File: src/rtl/board_render_if.sv
// Request, map-RAM and pixel-stream signals of the pushbox tile renderer.
interface board_render_if;
    logic       start;
    logic       tile_req;
    logic [4:0] tile_x;
    logic [3:0] tile_y;
    logic [8:0] map_addr;
    logic [2:0] map_data;
    logic [7:0] x_out;
    logic [6:0] y_out;
    logic [2:0] colour_out;
    logic       writeEn_out;
    logic       busy;
    logic       done;
    logic       req_drop;

    modport slave (
        input  start, tile_req, tile_x, tile_y, map_data,
        output map_addr, x_out, y_out, colour_out, writeEn_out, busy, done, req_drop
    );

    modport master (
        output start, tile_req, tile_x, tile_y, map_data,
        input  map_addr, x_out, y_out, colour_out, writeEn_out, busy, done, req_drop
    );
endinterface

File: src/rtl/board_render.sv
// Tile-map walker: reads tile codes from the map RAM and expands each into an
// 8x8 sprite on a 160x120 pixel-write stream; full-frame and single-tile jobs.
module board_render #(
    parameter int COLS = 20,
    parameter int ROWS = 15
) (
    input  logic          clk50M,
    input  logic          rst_n,
    board_render_if.slave bus
);
    // state | meaning
    // IDLE  | no job; accepts start or tile_req
    // FETCH | map_addr presented to the map RAM
    // WAIT  | RAM read in flight; tile code latched at the end
    // DRAW  | 64 sprite pixels, one per cycle
    // DONE  | job finished; chain the pending tile or go idle
    typedef enum logic [2:0] {IDLE, FETCH, WAIT, DRAW, DONE} state_t;

    state_t     state_q, state_d;
    logic [4:0] tx_q, tx_d, pend_x_q, pend_x_d;
    logic [3:0] ty_q, ty_d, pend_y_q, pend_y_d;
    logic [2:0] ox_q, ox_d, oy_q, oy_d;
    logic [2:0] code_q, code_d;
    logic       frame_q, frame_d;
    logic       pend_q, pend_d;
    logic [8:0] map_addr_q, map_addr_d;
    logic [7:0] x_q, x_d;
    logic [6:0] y_q, y_d;
    logic [2:0] colour_q, colour_d;
    logic       we_q, we_d;
    logic       busy_q, busy_d;
    logic       done_q, done_d;
    logic       drop_q, drop_d;
    logic       req_ok, last_tile;

    function automatic logic [8:0] tile_addr(input logic [4:0] x, input logic [3:0] y);
        return 9'(y) * 9'(COLS) + 9'(x);
    endfunction

    function automatic logic [2:0] sprite(input logic [2:0] code, input logic [2:0] ox,
                                          input logic [2:0] oy);
        logic       rim, centre, body;
        logic [2:0] c;
        rim    = (ox == 3'd0) || (ox == 3'd7) || (oy == 3'd0) || (oy == 3'd7);
        centre = (ox >= 3'd3) && (ox <= 3'd4) && (oy >= 3'd3) && (oy <= 3'd4);
        body   = (ox >= 3'd2) && (ox <= 3'd5) && (oy >= 3'd2) && (oy <= 3'd5);
        c = 3'b101;
        case (code)
            3'd0:    c = 3'b000;
            3'd1:    c = ((oy == 3'd3) || (oy == 3'd7)) ? 3'b111 : 3'b100;
            3'd2:    c = centre ? 3'b110 : 3'b000;
            3'd3:    c = rim ? 3'b111 : 3'b110;
            3'd4:    c = rim ? 3'b111 : 3'b010;
            3'd5:    c = body ? 3'b001 : 3'b000;
            3'd6:    c = body ? 3'b011 : 3'b000;
            default: c = 3'b101;
        endcase
        return c;
    endfunction

    assign req_ok    = bus.tile_req && (bus.tile_x < 5'(COLS)) && (bus.tile_y < 4'(ROWS));
    assign last_tile = (tx_q == 5'(COLS - 1)) && (ty_q == 4'(ROWS - 1));

    always_comb begin
        state_d    = state_q;
        tx_d       = tx_q;
        ty_d       = ty_q;
        ox_d       = ox_q;
        oy_d       = oy_q;
        code_d     = code_q;
        frame_d    = frame_q;
        pend_d     = pend_q;
        pend_x_d   = pend_x_q;
        pend_y_d   = pend_y_q;
        map_addr_d = map_addr_q;
        x_d        = x_q;
        y_d        = y_q;
        colour_d   = colour_q;
        we_d       = 1'b0;
        done_d     = (state_q == DONE);
        drop_d     = 1'b0;

        // Requests arriving during a job land in the one-deep slot; newest wins.
        if (state_q != IDLE && req_ok) begin
            pend_d   = 1'b1;
            pend_x_d = bus.tile_x;
            pend_y_d = bus.tile_y;
            drop_d   = pend_q;
        end

        case (state_q)
            IDLE: begin
                if (bus.start) begin
                    frame_d    = 1'b1;
                    tx_d       = '0;
                    ty_d       = '0;
                    map_addr_d = '0;
                    state_d    = FETCH;
                end else if (req_ok) begin
                    frame_d    = 1'b0;
                    tx_d       = bus.tile_x;
                    ty_d       = bus.tile_y;
                    map_addr_d = tile_addr(bus.tile_x, bus.tile_y);
                    state_d    = FETCH;
                end
            end
            FETCH: state_d = WAIT;
            WAIT: begin
                code_d  = bus.map_data;
                ox_d    = '0;
                oy_d    = '0;
                state_d = DRAW;
            end
            DRAW: begin
                we_d     = 1'b1;
                x_d      = {tx_q, ox_q};
                y_d      = {ty_q, oy_q};
                colour_d = sprite(code_q, ox_q, oy_q);
                ox_d     = ox_q + 3'd1;
                if (ox_q == 3'd7) begin
                    oy_d = oy_q + 3'd1;
                    if (oy_q == 3'd7) begin
                        if (frame_q && !last_tile) begin
                            tx_d       = (tx_q == 5'(COLS - 1)) ? 5'd0 : tx_q + 5'd1;
                            ty_d       = (tx_q == 5'(COLS - 1)) ? ty_q + 4'd1 : ty_q;
                            map_addr_d = tile_addr(tx_d, ty_d);
                            state_d    = FETCH;
                        end else begin
                            state_d = DONE;
                        end
                    end
                end
            end
            DONE: begin
                if (pend_d) begin
                    frame_d    = 1'b0;
                    tx_d       = pend_x_d;
                    ty_d       = pend_y_d;
                    map_addr_d = tile_addr(pend_x_d, pend_y_d);
                    pend_d     = 1'b0;
                    state_d    = FETCH;
                end else begin
                    state_d = IDLE;
                end
            end
            default: state_d = IDLE;
        endcase

        // busy covers the done pulse, which lags the DONE state by a cycle
        busy_d = (state_d != IDLE) || (state_q == DONE);
    end

    always_ff @(posedge clk50M or negedge rst_n) begin
        if (!rst_n) begin
            state_q    <= IDLE;
            tx_q       <= '0;
            ty_q       <= '0;
            ox_q       <= '0;
            oy_q       <= '0;
            code_q     <= '0;
            frame_q    <= 1'b0;
            pend_q     <= 1'b0;
            pend_x_q   <= '0;
            pend_y_q   <= '0;
            map_addr_q <= '0;
            x_q        <= '0;
            y_q        <= '0;
            colour_q   <= '0;
            we_q       <= 1'b0;
            busy_q     <= 1'b0;
            done_q     <= 1'b0;
            drop_q     <= 1'b0;
        end else begin
            state_q    <= state_d;
            tx_q       <= tx_d;
            ty_q       <= ty_d;
            ox_q       <= ox_d;
            oy_q       <= oy_d;
            code_q     <= code_d;
            frame_q    <= frame_d;
            pend_q     <= pend_d;
            pend_x_q   <= pend_x_d;
            pend_y_q   <= pend_y_d;
            map_addr_q <= map_addr_d;
            x_q        <= x_d;
            y_q        <= y_d;
            colour_q   <= colour_d;
            we_q       <= we_d;
            busy_q     <= busy_d;
            done_q     <= done_d;
            drop_q     <= drop_d;
        end
    end

    assign bus.map_addr    = map_addr_q;
    assign bus.x_out       = x_q;
    assign bus.y_out       = y_q;
    assign bus.colour_out  = colour_q;
    assign bus.writeEn_out = we_q;
    assign bus.busy        = busy_q;
    assign bus.done        = done_q;
    assign bus.req_drop    = drop_q;
endmodule

File: src/flat_wrapper.sv
// flat-port wrapper written by rule: the top's interface ports become plain ports
module board_render_flat 
#(
    parameter int COLS = 20,
    parameter int ROWS = 15
)
  (clk50M, rst_n, bus_start, bus_tile_req, bus_tile_x, bus_tile_y, bus_map_data, bus_map_addr, bus_x_out, bus_y_out, bus_colour_out, bus_writeEn_out, bus_busy, bus_done, bus_req_drop);
  board_render_if bus_i ();
  input  logic clk50M;
  input  logic rst_n;
  input wire logic [$bits(bus_i.start)-1:0] bus_start;
  input wire logic [$bits(bus_i.tile_req)-1:0] bus_tile_req;
  input wire logic [$bits(bus_i.tile_x)-1:0] bus_tile_x;
  input wire logic [$bits(bus_i.tile_y)-1:0] bus_tile_y;
  input wire logic [$bits(bus_i.map_data)-1:0] bus_map_data;
  output wire logic [$bits(bus_i.map_addr)-1:0] bus_map_addr;
  output wire logic [$bits(bus_i.x_out)-1:0] bus_x_out;
  output wire logic [$bits(bus_i.y_out)-1:0] bus_y_out;
  output wire logic [$bits(bus_i.colour_out)-1:0] bus_colour_out;
  output wire logic [$bits(bus_i.writeEn_out)-1:0] bus_writeEn_out;
  output wire logic [$bits(bus_i.busy)-1:0] bus_busy;
  output wire logic [$bits(bus_i.done)-1:0] bus_done;
  output wire logic [$bits(bus_i.req_drop)-1:0] bus_req_drop;
  assign bus_i.start = bus_start;
  assign bus_i.tile_req = bus_tile_req;
  assign bus_i.tile_x = bus_tile_x;
  assign bus_i.tile_y = bus_tile_y;
  assign bus_i.map_data = bus_map_data;
  assign bus_map_addr = bus_i.map_addr;
  assign bus_x_out = bus_i.x_out;
  assign bus_y_out = bus_i.y_out;
  assign bus_colour_out = bus_i.colour_out;
  assign bus_writeEn_out = bus_i.writeEn_out;
  assign bus_busy = bus_i.busy;
  assign bus_done = bus_i.done;
  assign bus_req_drop = bus_i.req_drop;
  board_render #(.COLS(COLS), .ROWS(ROWS)) u_core (.clk50M(clk50M), .rst_n(rst_n), .bus(bus_i));
endmodule
File: config.mk
export PLATFORM = sky130hd
export DESIGN_NAME = board_render_flat
export DESIGN_NICKNAME = d
export VERILOG_FILES = /design/src/rtl/board_render_if.sv /design/src/rtl/board_render.sv /design/src/flat_wrapper.sv
export SDC_FILE = /design/constraint.sdc
export NUM_CORES = 1
export LEC_CHECK = 0
export CORE_ASPECT_RATIO = 1.2
export CORE_UTILIZATION = 25
export DETAILED_ROUTE_END_ITERATION = 8
export GPL_TIMING_DRIVEN = 0
export PLACE_DENSITY_LB_ADDON = 0.25
export SETUP_SLACK_MARGIN = 0.05
export SYNTH_ARGS = -nofsm -noshare
export SYNTH_HDL_FRONTEND = slang
export SYNTH_SLANG_ARGS = --single-unit
File: constraint.sdc
create_clock -name clk50M -period 4.25 [get_ports clk50M]
set_clock_uncertainty 0.1 [all_clocks]
set_input_delay 0.425 -clock clk50M [delete_from_list [all_inputs] [get_ports clk50M]]
set_output_delay 0.425 -clock clk50M [all_outputs]
set_load 0.01 [all_outputs]
==> key figures, run 1 <==
CTS
  – Root Driver: clkbuf_16
  – Longest Clk Path Bufs: 2
  – Clk slew on worst S/H paths: around 0.050 ns
  – TritonCTS clock tree: done
  – Post-CTS Setup Repair Bufs: 0
  – H-tree levels: 3
  – Cts repair resizes: 0
  – Inserted Clock Buffers: 9
  – Sink Count: 61
  – CTS Hold Bufs: 0
  – Worst-skew pair later-pin latency: ~0.33 ns

Timing
  – RSZ-0062 raised after global routing: false
  – Total negative slack: 0 ns
  – Fin crit share: between 90% and 100%
  – Crit path time final: 3.86 ns
  – Worst-Margin Slew: 0.812 ns
  – Setup slack after layout: between 0.3 and 0.4 ns
  – Final hold violations: 0
  – Max Fclk: about 260 MHz
  – Fin. max-slew vios: 0
  – Final setup viols: 0
  – Max transition margin: a little under half
  – Worst hold slack: 0.0704 ns

Routing
  – Starting DRC count in detailed routing: approximately 150
  – Routed WL per cell: 15.7 um
  – Final WL: between 10 and 15 mm
  – Avg Vias per Cell: 4.82
  – Antenna violation net count after detailed routing: 0
  – Drt first pass iters: 4
  – DRC viols: 0
  – Vias post-DR: approximately 3.2k

Synthesis
  – Synth Flop Type: dfrtp_1
  – Gate Count Post-Synth: approximately 410
  – Sequential area share after synthesis: between 30% and 40%
  – Synth unique cells: 60
  – Async SR Flop Fraction: between 90% and 100%
  – Synthesized area per cell: around 9.7 sq um
  – Yosys warning count: 0
  – Post-synth EDFFs: 0
  – Post-Syn Area: 3920 sq um
  – Seq cells post-synth: ~60
  – Post-Syn Nets: around 460

Critical path
  – Worst reg2reg startpoint: u_core.tx_q[0]
  – Endpoint class of the critical path: flip-flop
  – Crit-path cells: clkdlybuf4s50_1 -> nand4_1 -> nand4_1 -> buf_4 -> mux2_2 -> xnor2_1 -> ha_1 -> inv_1 -> fa_1 -> nor2b_1 -> a31oi_1 -> nand4b_1 -> o41ai_1 -> nor2_1 -> a31oi_1
  – R2r setup slk: approximately 0.47 ns
  – CP Buf/Inv Count: 3
  – CP top delay family: buffers and inverters
  – Crit start category: primary input
  – Worst Path Max Fanout: 10
  – CP required: roughly 4.3 ns
  – Crit path arrival time: approximately 4 ns
  – Crit-path max cell delay: 0.71 ns
  – Worst r2r dst: u_core.bus.map_addr[8]
  – WS Path Type: primary input to flip-flop
  – Worst path slowest cell: clkdlybuf4s50_1
  – Reg2reg path depth: 13

Place
  – Worst Setup Slack post-DPL: 0.0724 ns
  – DP Wirelength: 7.85 mm
  – Port Buf Inserts: 46
  – GP Congestion: between 0.8 and 0.9
  – Placed Instances: about 660

Global route
  – First-pass GRT wire length: 17.3 mm
  – Initial antenna violation count: 0
  – Largest net degree at the start of global routing: just over 60
  – Vias in the first global route: ~3.3k
  – Total GRT Usage: ~14%
  – GRT overflow: 0

Die
  – Starting Density: between 20% and 30%
  – Core ar.: ~15000 sq um
  – Die H: about 140 um
  – Cell Rows: about 50
  – Chip Width: 116 um
  – Die area: around 16000 sq um
  – Ports: 47

Layout
  – # diodes: 0
  – Final Instance Count excl. Fillers: 670
  – NumNets Final: ~520
  – Final core occ: between 30 and 40%
  – Layout area overhead: 24.5%
  – Share of cells above drive strength 1: between 8 and 9%

Pwr
  – VDD IR max: 197 uV
  – Switching Share: 28.0%
  – Switch Pwr: 0.451 mW
  – Clock Power Share: approximately two fifths
  – Comb pwr share: 20.9%
  – PD cells: approximately 330 nW/um^2
  – Power Internal: about 1.2 mW
  – Sequential power share: slightly below 40%
  – Static Leak: between 2 and 2.5 nW

Hold path
  – Worst hold path class: primary input to asynchronous set/reset pin

Run
  – Total of max-cap violations: 0

Outcome
  – Status: completed
-- per-layer routing --
layer | wire length [um] | GRT usage (%) | vias up
li1 | - | - | 1571
met2 | 5200 | 23.1 | 75
met4 | 142 | 4.18 | 0
met5 | 0 | 0 | -
met3 | 476 | 2.75 | 13
met1 | 4700 | 18.0 | 1568
-- sequential cells by signal, indices dropped and copies added (netlist names), 3 cells and up --
name	cells
u_core.pend_x_q	5
u_core.state_q	3
u_core.ox_q	3
u_core.bus.map_addr	7
u_core.bus.y_out	7
u_core.code_q	3
u_core.oy_q	3
u_core.pend_y_q	4
u_core.ty_q	4
u_core.bus.x_out	8
u_core.bus.colour_out	3
u_core.tx_q	5
-- worst register-to-register path, cell delays in order (launching register included) --
cell and delay [ns]:
dfrtp_1 0.43, ha_1 0.33, nand4bb_4 0.19, o31a_1 0.35, or2_4 0.28, ha_1 0.28
ha_1 0.23, fa_1 0.55, nand2_1 0.10, nor4bb_1 0.29, o211ai_1 0.13, o311ai_1 0.11
nor2_1 0.12, a31oi_1 0.20
-- logic make-up after synthesis --
group	share of synthesized area, %
buffers and inverters	4.31
AND/OR/NAND/NOR	16.1
XOR/XNOR	4.28
AO/OA/AOI/OAI	17.3
multiplexers	4.56
adder cells (fa/ha/maj)	14.6
flip-flops	38.9
-- stage by stage --
stage / cell area, sq um / total power [mW]
4_1_cts: 4880 / 1.64
6_report: 4880 / 1.61
2_1_floorplan: 3920 / 0.862
5_1_grt: 4880 / 1.71
3_3_place_gp: 4640 / 0.979
3_5_place_dp: 4630 / 0.985
-- cells in the final DEF, fill, tap and decap left out, types with 7 or more instances in the layout --
cell,n
a21o_1,8
a21oi_1,27
a222oi_1,10
clkbuf_1,14
clkbuf_16,9
clkdlybuf4s50_1,45
dfrtp_1,61
ha_1,36
inv_1,17
mux2_2,12
nand2_1,61
nand2b_1,7
nor2_1,28
o21ai_0,24
xnor2_1,9
-- worst max path at each step --
stage                               from                endpoint  slack (ns)  depth (start not counted)
after global routing       bus_tile_y[1]  u_core.bus.map_addr[8]        0.15                         15
after detailed placement   bus_tile_y[1]  u_core.bus.map_addr[8]        0.07                         15
after floorplan           u_core.tx_q[0]  u_core.bus.map_addr[8]        0.90                         13
after CTS                  bus_tile_y[1]  u_core.bus.map_addr[8]        0.40                         15
after global placement     bus_tile_x[3]  u_core.bus.map_addr[8]        0.12                         15
final                      bus_tile_y[1]  u_core.bus.map_addr[8]        0.39                         15
-- synth_stat cells, types with 2 or more instances --
cell type | number | area [sq um]
nand3b_1 | 3 | 22.5
buf_1 | 2 | 7.51
dfrtp_1 | 61 | 1530
xnor2_1 | 9 | 78.8
a31oi_1 | 6 | 37.5
inv_1 | 17 | 63.8
xnor3_1 | 2 | 45.0
nand4_1 | 3 | 18.8
nand3_1 | 4 | 20.0
nor3_1 | 6 | 30.0
a22o_1 | 4 | 35.0
ha_1 | 36 | 450
o22ai_1 | 3 | 18.8
fa_1 | 6 | 120
a222oi_1 | 10 | 100
buf_2 | 3 | 15.0
clkbuf_1 | 12 | 45.0
nor2b_1 | 4 | 25.0
a21o_1 | 8 | 60.1
nor2_1 | 28 | 105
a221oi_1 | 2 | 17.5
a22oi_1 | 2 | 15.0
buf_4 | 3 | 22.5
a21oi_1 | 27 | 135
xor2_1 | 5 | 43.8
o211ai_1 | 2 | 15.0
o21ai_0 | 24 | 120
nand2_1 | 61 | 229
nand2b_1 | 7 | 43.8
or3_1 | 3 | 18.8
mux2_2 | 12 | 135
mux2i_1 | 3 | 30.0
-- power by group through the flow --
| stage | clock network, mW | logic [mW] | registers (mW) |
|---|---|---|---|
| after floorplan | 0 | 0.215 | 0.647 |
| after global placement | 0 | 0.334 | 0.645 |
| after detailed placement | 0 | 0.340 | 0.646 |
| after CTS | 0.660 | 0.341 | 0.636 |
| after global routing | 0.686 | 0.380 | 0.641 |
| final | 0.640 | 0.337 | 0.636 |
-- layout make-up --
type                            count  area (sq um)
Buffer                             21           101
Clock buffer                       11           233
Clock inverter                      3          15.0
Fill cell                        1634         10300
Inverter                           18          67.6
Multi-Input combinational cell    306          2230
Sequential cell                    61          1530
Tap cell                          204           255
Timing Repair Buffer               46           458
(Power assumes the default switching activity.)
==> run 2: changes to the inputs <==
ABC_AREA = 1   (was not set)
==> run 2 against run 1 <==
Against the previous run: first-iteration DRC count up 25%; non-clock buffer count is 8 lower; sequential cell count did not move; routed wire length up 6.4%; core utilization is 0.11 points higher; sequential share of layout area down 1.1 points; total power down 0.28%; clock power is 27% higher; design area increased by 3.6%; worst setup slack worse by 0.0033 ns; register-to-register slack gained 0.19 ns.
==> key figures, run 2 <==
Outcome
  – Status: completed

CTS
  – Clk slew on worst S/H paths: about 0.05 ns
  – Sink Count: 61
  – Inserted Clock Buffers: 9
  – Post-CTS Setup Repair Bufs: 0
  – Worst-skew pair later-pin latency: 0.34 ns
  – Longest Clk Path Bufs: 2
  – CTS Hold Bufs: 0
  – Cts repair resizes: 0
  – Root Driver: clkbuf_16
  – H-tree levels: 3
  – TritonCTS clock tree: done

Routing
  – Antenna violation net count after detailed routing: 0
  – Final WL: around 11 mm
  – Vias post-DR: about 3.7k
  – Drt first pass iters: 5
  – Starting DRC count in detailed routing: ~190
  – Routed WL per cell: between 10 and 15 um
  – Avg Vias per Cell: between 4 and 5
  – DRC viols: 0

Synthesis
  – Most frequent cell after synthesis: nand2_1
  – Sequential area share after synthesis: between 30% and 40%
  – Yosys top cell by area: dfrtp_1
  – Synth Area in Compound Gates: 11.6%
  – Mux cell area share after synthesis: 0%
  – Seq cells post-synth: a little over 60
  – Post-Synth Simple-Gate Area: between 20% and 30%
  – Post-synth top area share: a little under two fifths
  – Yosys warning count: 0
  – Post-Syn Area: approximately 4000 sq um
  – Post-Syn Nets: between 500 and 600
  – Synth unique cells: 40
  – Xor-xnor portion of the synthesized cell area: less than 1%
  – Synthesized area per cell: approximately 7.8 sq um
  – Synth cell count leaders: nand2_1, dfrtp_1, inv_1
  – Gate Count Post-Synth: 518
  – Async SR Flop Fraction: 100%
  – Synth Flop Type: dfrtp_1
  – Top post-synthesis cells by area: dfrtp_1, nand2_1, ha_1
  – Adder-Cell Fraction of Synth Area: between 10% and 20%
  – Largest family of logic cells by synthesized area: simple AND/OR/NAND/NOR gates
  – Post-synth EDFFs: 0

Critical path
  – Worst path slowest cell: clkdlybuf4s50_1
  – Worst r2r dst: u_core.bus.map_addr[8]
  – CP required: ~4.4 ns
  – CP Buf/Inv Count: 4
  – Crit-path cells: clkdlybuf4s50_1 -> o21ai_1 -> nand3_4 -> buf_4 -> nand2_1 -> nand2_1 -> nand2_1 -> inv_1 -> nor2_1 -> ha_1 -> inv_1 -> fa_1 -> nor2_1 -> nand3_1 -> nand2_1 -> nand3_1 -> a21oi_1
  – Crit-path max cell delay: ~0.56 ns
  – CP top delay family: simple AND/OR/NAND/NOR gates
  – Crit start category: primary input
  – Crit path arrival time: ~4.0 ns
  – Worst Path Max Fanout: 10
  – Reg2reg path depth: 16
  – R2r setup slk: roughly 0.66 ns
  – CP dominant cell by count: nand2_1
  – Endpoint class of the critical path: flip-flop
  – WS Path Type: primary input to flip-flop
  – Worst reg2reg startpoint: u_core.tx_q[0]

Timing
  – Max Fclk: ~260 MHz
  – RSZ-0062 raised after global routing: false
  – Worst-Margin Slew: 0.810 ns
  – Setup slack after layout: 0.390 ns
  – Final hold violations: 0
  – Max transition margin: between 40% and 50%
  – Fin crit share: around nine tenths
  – Fin. max-slew vios: 0
  – Total negative slack: 0 ns
  – Crit path time final: roughly 3.9 ns
  – Final setup viols: 0

Run
  – Total of max-cap violations: 0

Place
  – Port Buf Inserts: 46
  – Placed Instances: between 700 and 800
  – DP Wirelength: 8.51 mm
  – GP Congestion: roughly 0.86
  – Worst Setup Slack post-DPL: around 0.056 ns

Global route
  – Vias in the first global route: ~3.8k
  – GRT overflow: 0
  – Total GRT Usage: ~15%
  – First-pass GRT wire length: 18.9 mm
  – Largest net degree at the start of global routing: 62
  – Initial antenna violation count: 0

Pwr
  – PD cells: 318 nW/um^2
  – Static Leak: roughly 2.4 nW
  – VDD IR max: ~170 uV

Layout
  – Share of cells above drive strength 1: 7.24%
  – Most frequent cells in the layout: nand2_1, dfrtp_1, inv_1
  – Commonest non-fill, non-tap cell in the layout: nand2_1
  – # diodes: 0
  – Max reg flops: 8
  – Layout area overhead: 26.0%
  – Final Instance Count excl. Fillers: around 800
  – NumNets Final: about 630

Die
  – Die H: roughly 140 um
  – Chip Width: 118 um
  – Starting Density: 25.7%
  – Cell Rows: 50
  – Die area: roughly 17000 sq um
  – Ports: 47
  – Core ar.: approximately 16000 sq um

Hold path
  – Worst hold path class: primary input to asynchronous set/reset pin
==> run 2: changes by cell type after synthesis, sizes merged, moves of 10 or more <==
| cell | change |
|---|---|
| mux2 | -12 |
| nand3 | +33 |
| inv | +44 |
| nor2 | +13 |
| o21ai | +17 |
| nand2 | +90 |
| a222oi | -10 |
==> run 2: stage by stage <==
step / cell area [sq um] / utilization [%] / hold slack (ns) / total power [mW]
floorplan: 4020 / - / 0.0294 / 0.736
global placement: 4740 / 30.3 / 0.365 / 0.802
detailed placement: 4730 / 30.3 / 0.364 / 0.808
CTS: 5060 / 32.4 / 0.115 / 1.63
global route: 5060 / 32.4 / 0.154 / 1.69
finish: 5060 / 32.4 / 0.0849 / 1.61
==> run 2: per-layer routing <==
| layer | wire (um) | up-vias | share of wire, % | track usage (%) |
|---|---|---|---|---|
| met2 | 5410 | 91 | 48 | 24.5 |
| li1 | - | 1822 | - | - |
| met4 | 286 | 0 | 2.6 | 7.09 |
| met5 | 0 | - | 0 | 0 |
| met3 | 456 | 18 | 4.1 | 2.95 |
| met1 | 5030 | 1748 | 45 | 17.7 |
==> run 2: power breakdown <==
group / internal (mW) / switching [mW] / total (mW)
combinational: 0.0730 / 0.120 / 0.193
sequential: 0.598 / 0.00662 / 0.604
clock: 0.543 / 0.267 / 0.810
==> run 2: layout make-up <==
cell class / instances / area [sq um]
fillers: 1704 / 10600
multi-input cells: 382 / 2170
flip-flops and latches: 61 / 1530
repair buffers: 46 / 458
well taps: 208 / 260
clock buffers: 12 / 256
inverters: 62 / 233
plain buffers: 13 / 81.3
clock inverters: 4 / 70.1
==> run 2: how the worst max path moves through the flow <==
| stage | from | to | slack, ns | depth (start not counted) |
|---|---|---|---|---|
| floorplan | u_core.tx_q[0] | u_core.bus.map_addr[8] | 1.24 | 16 |
| global placement | bus_tile_y[1] | u_core.bus.map_addr[8] | 0.21 | 19 |
| detailed placement | bus_tile_x[3] | u_core.bus.map_addr[8] | 0.06 | 17 |
| CTS | bus_tile_x[3] | u_core.bus.map_addr[8] | 0.35 | 17 |
| global route | bus_tile_x[3] | u_core.bus.map_addr[8] | 0.11 | 17 |
| finish | bus_tile_x[3] | u_core.bus.map_addr[8] | 0.39 | 17 |
==> run 2: cell families (layout without fill, tap and decap cells) <==
group           Yosys count  after routing
compound gates           83             83
xor+xnor                  4              4
fa+ha+maj                42             42
buf+inv                  75            137
flops                    61             61
simple gates            253            253
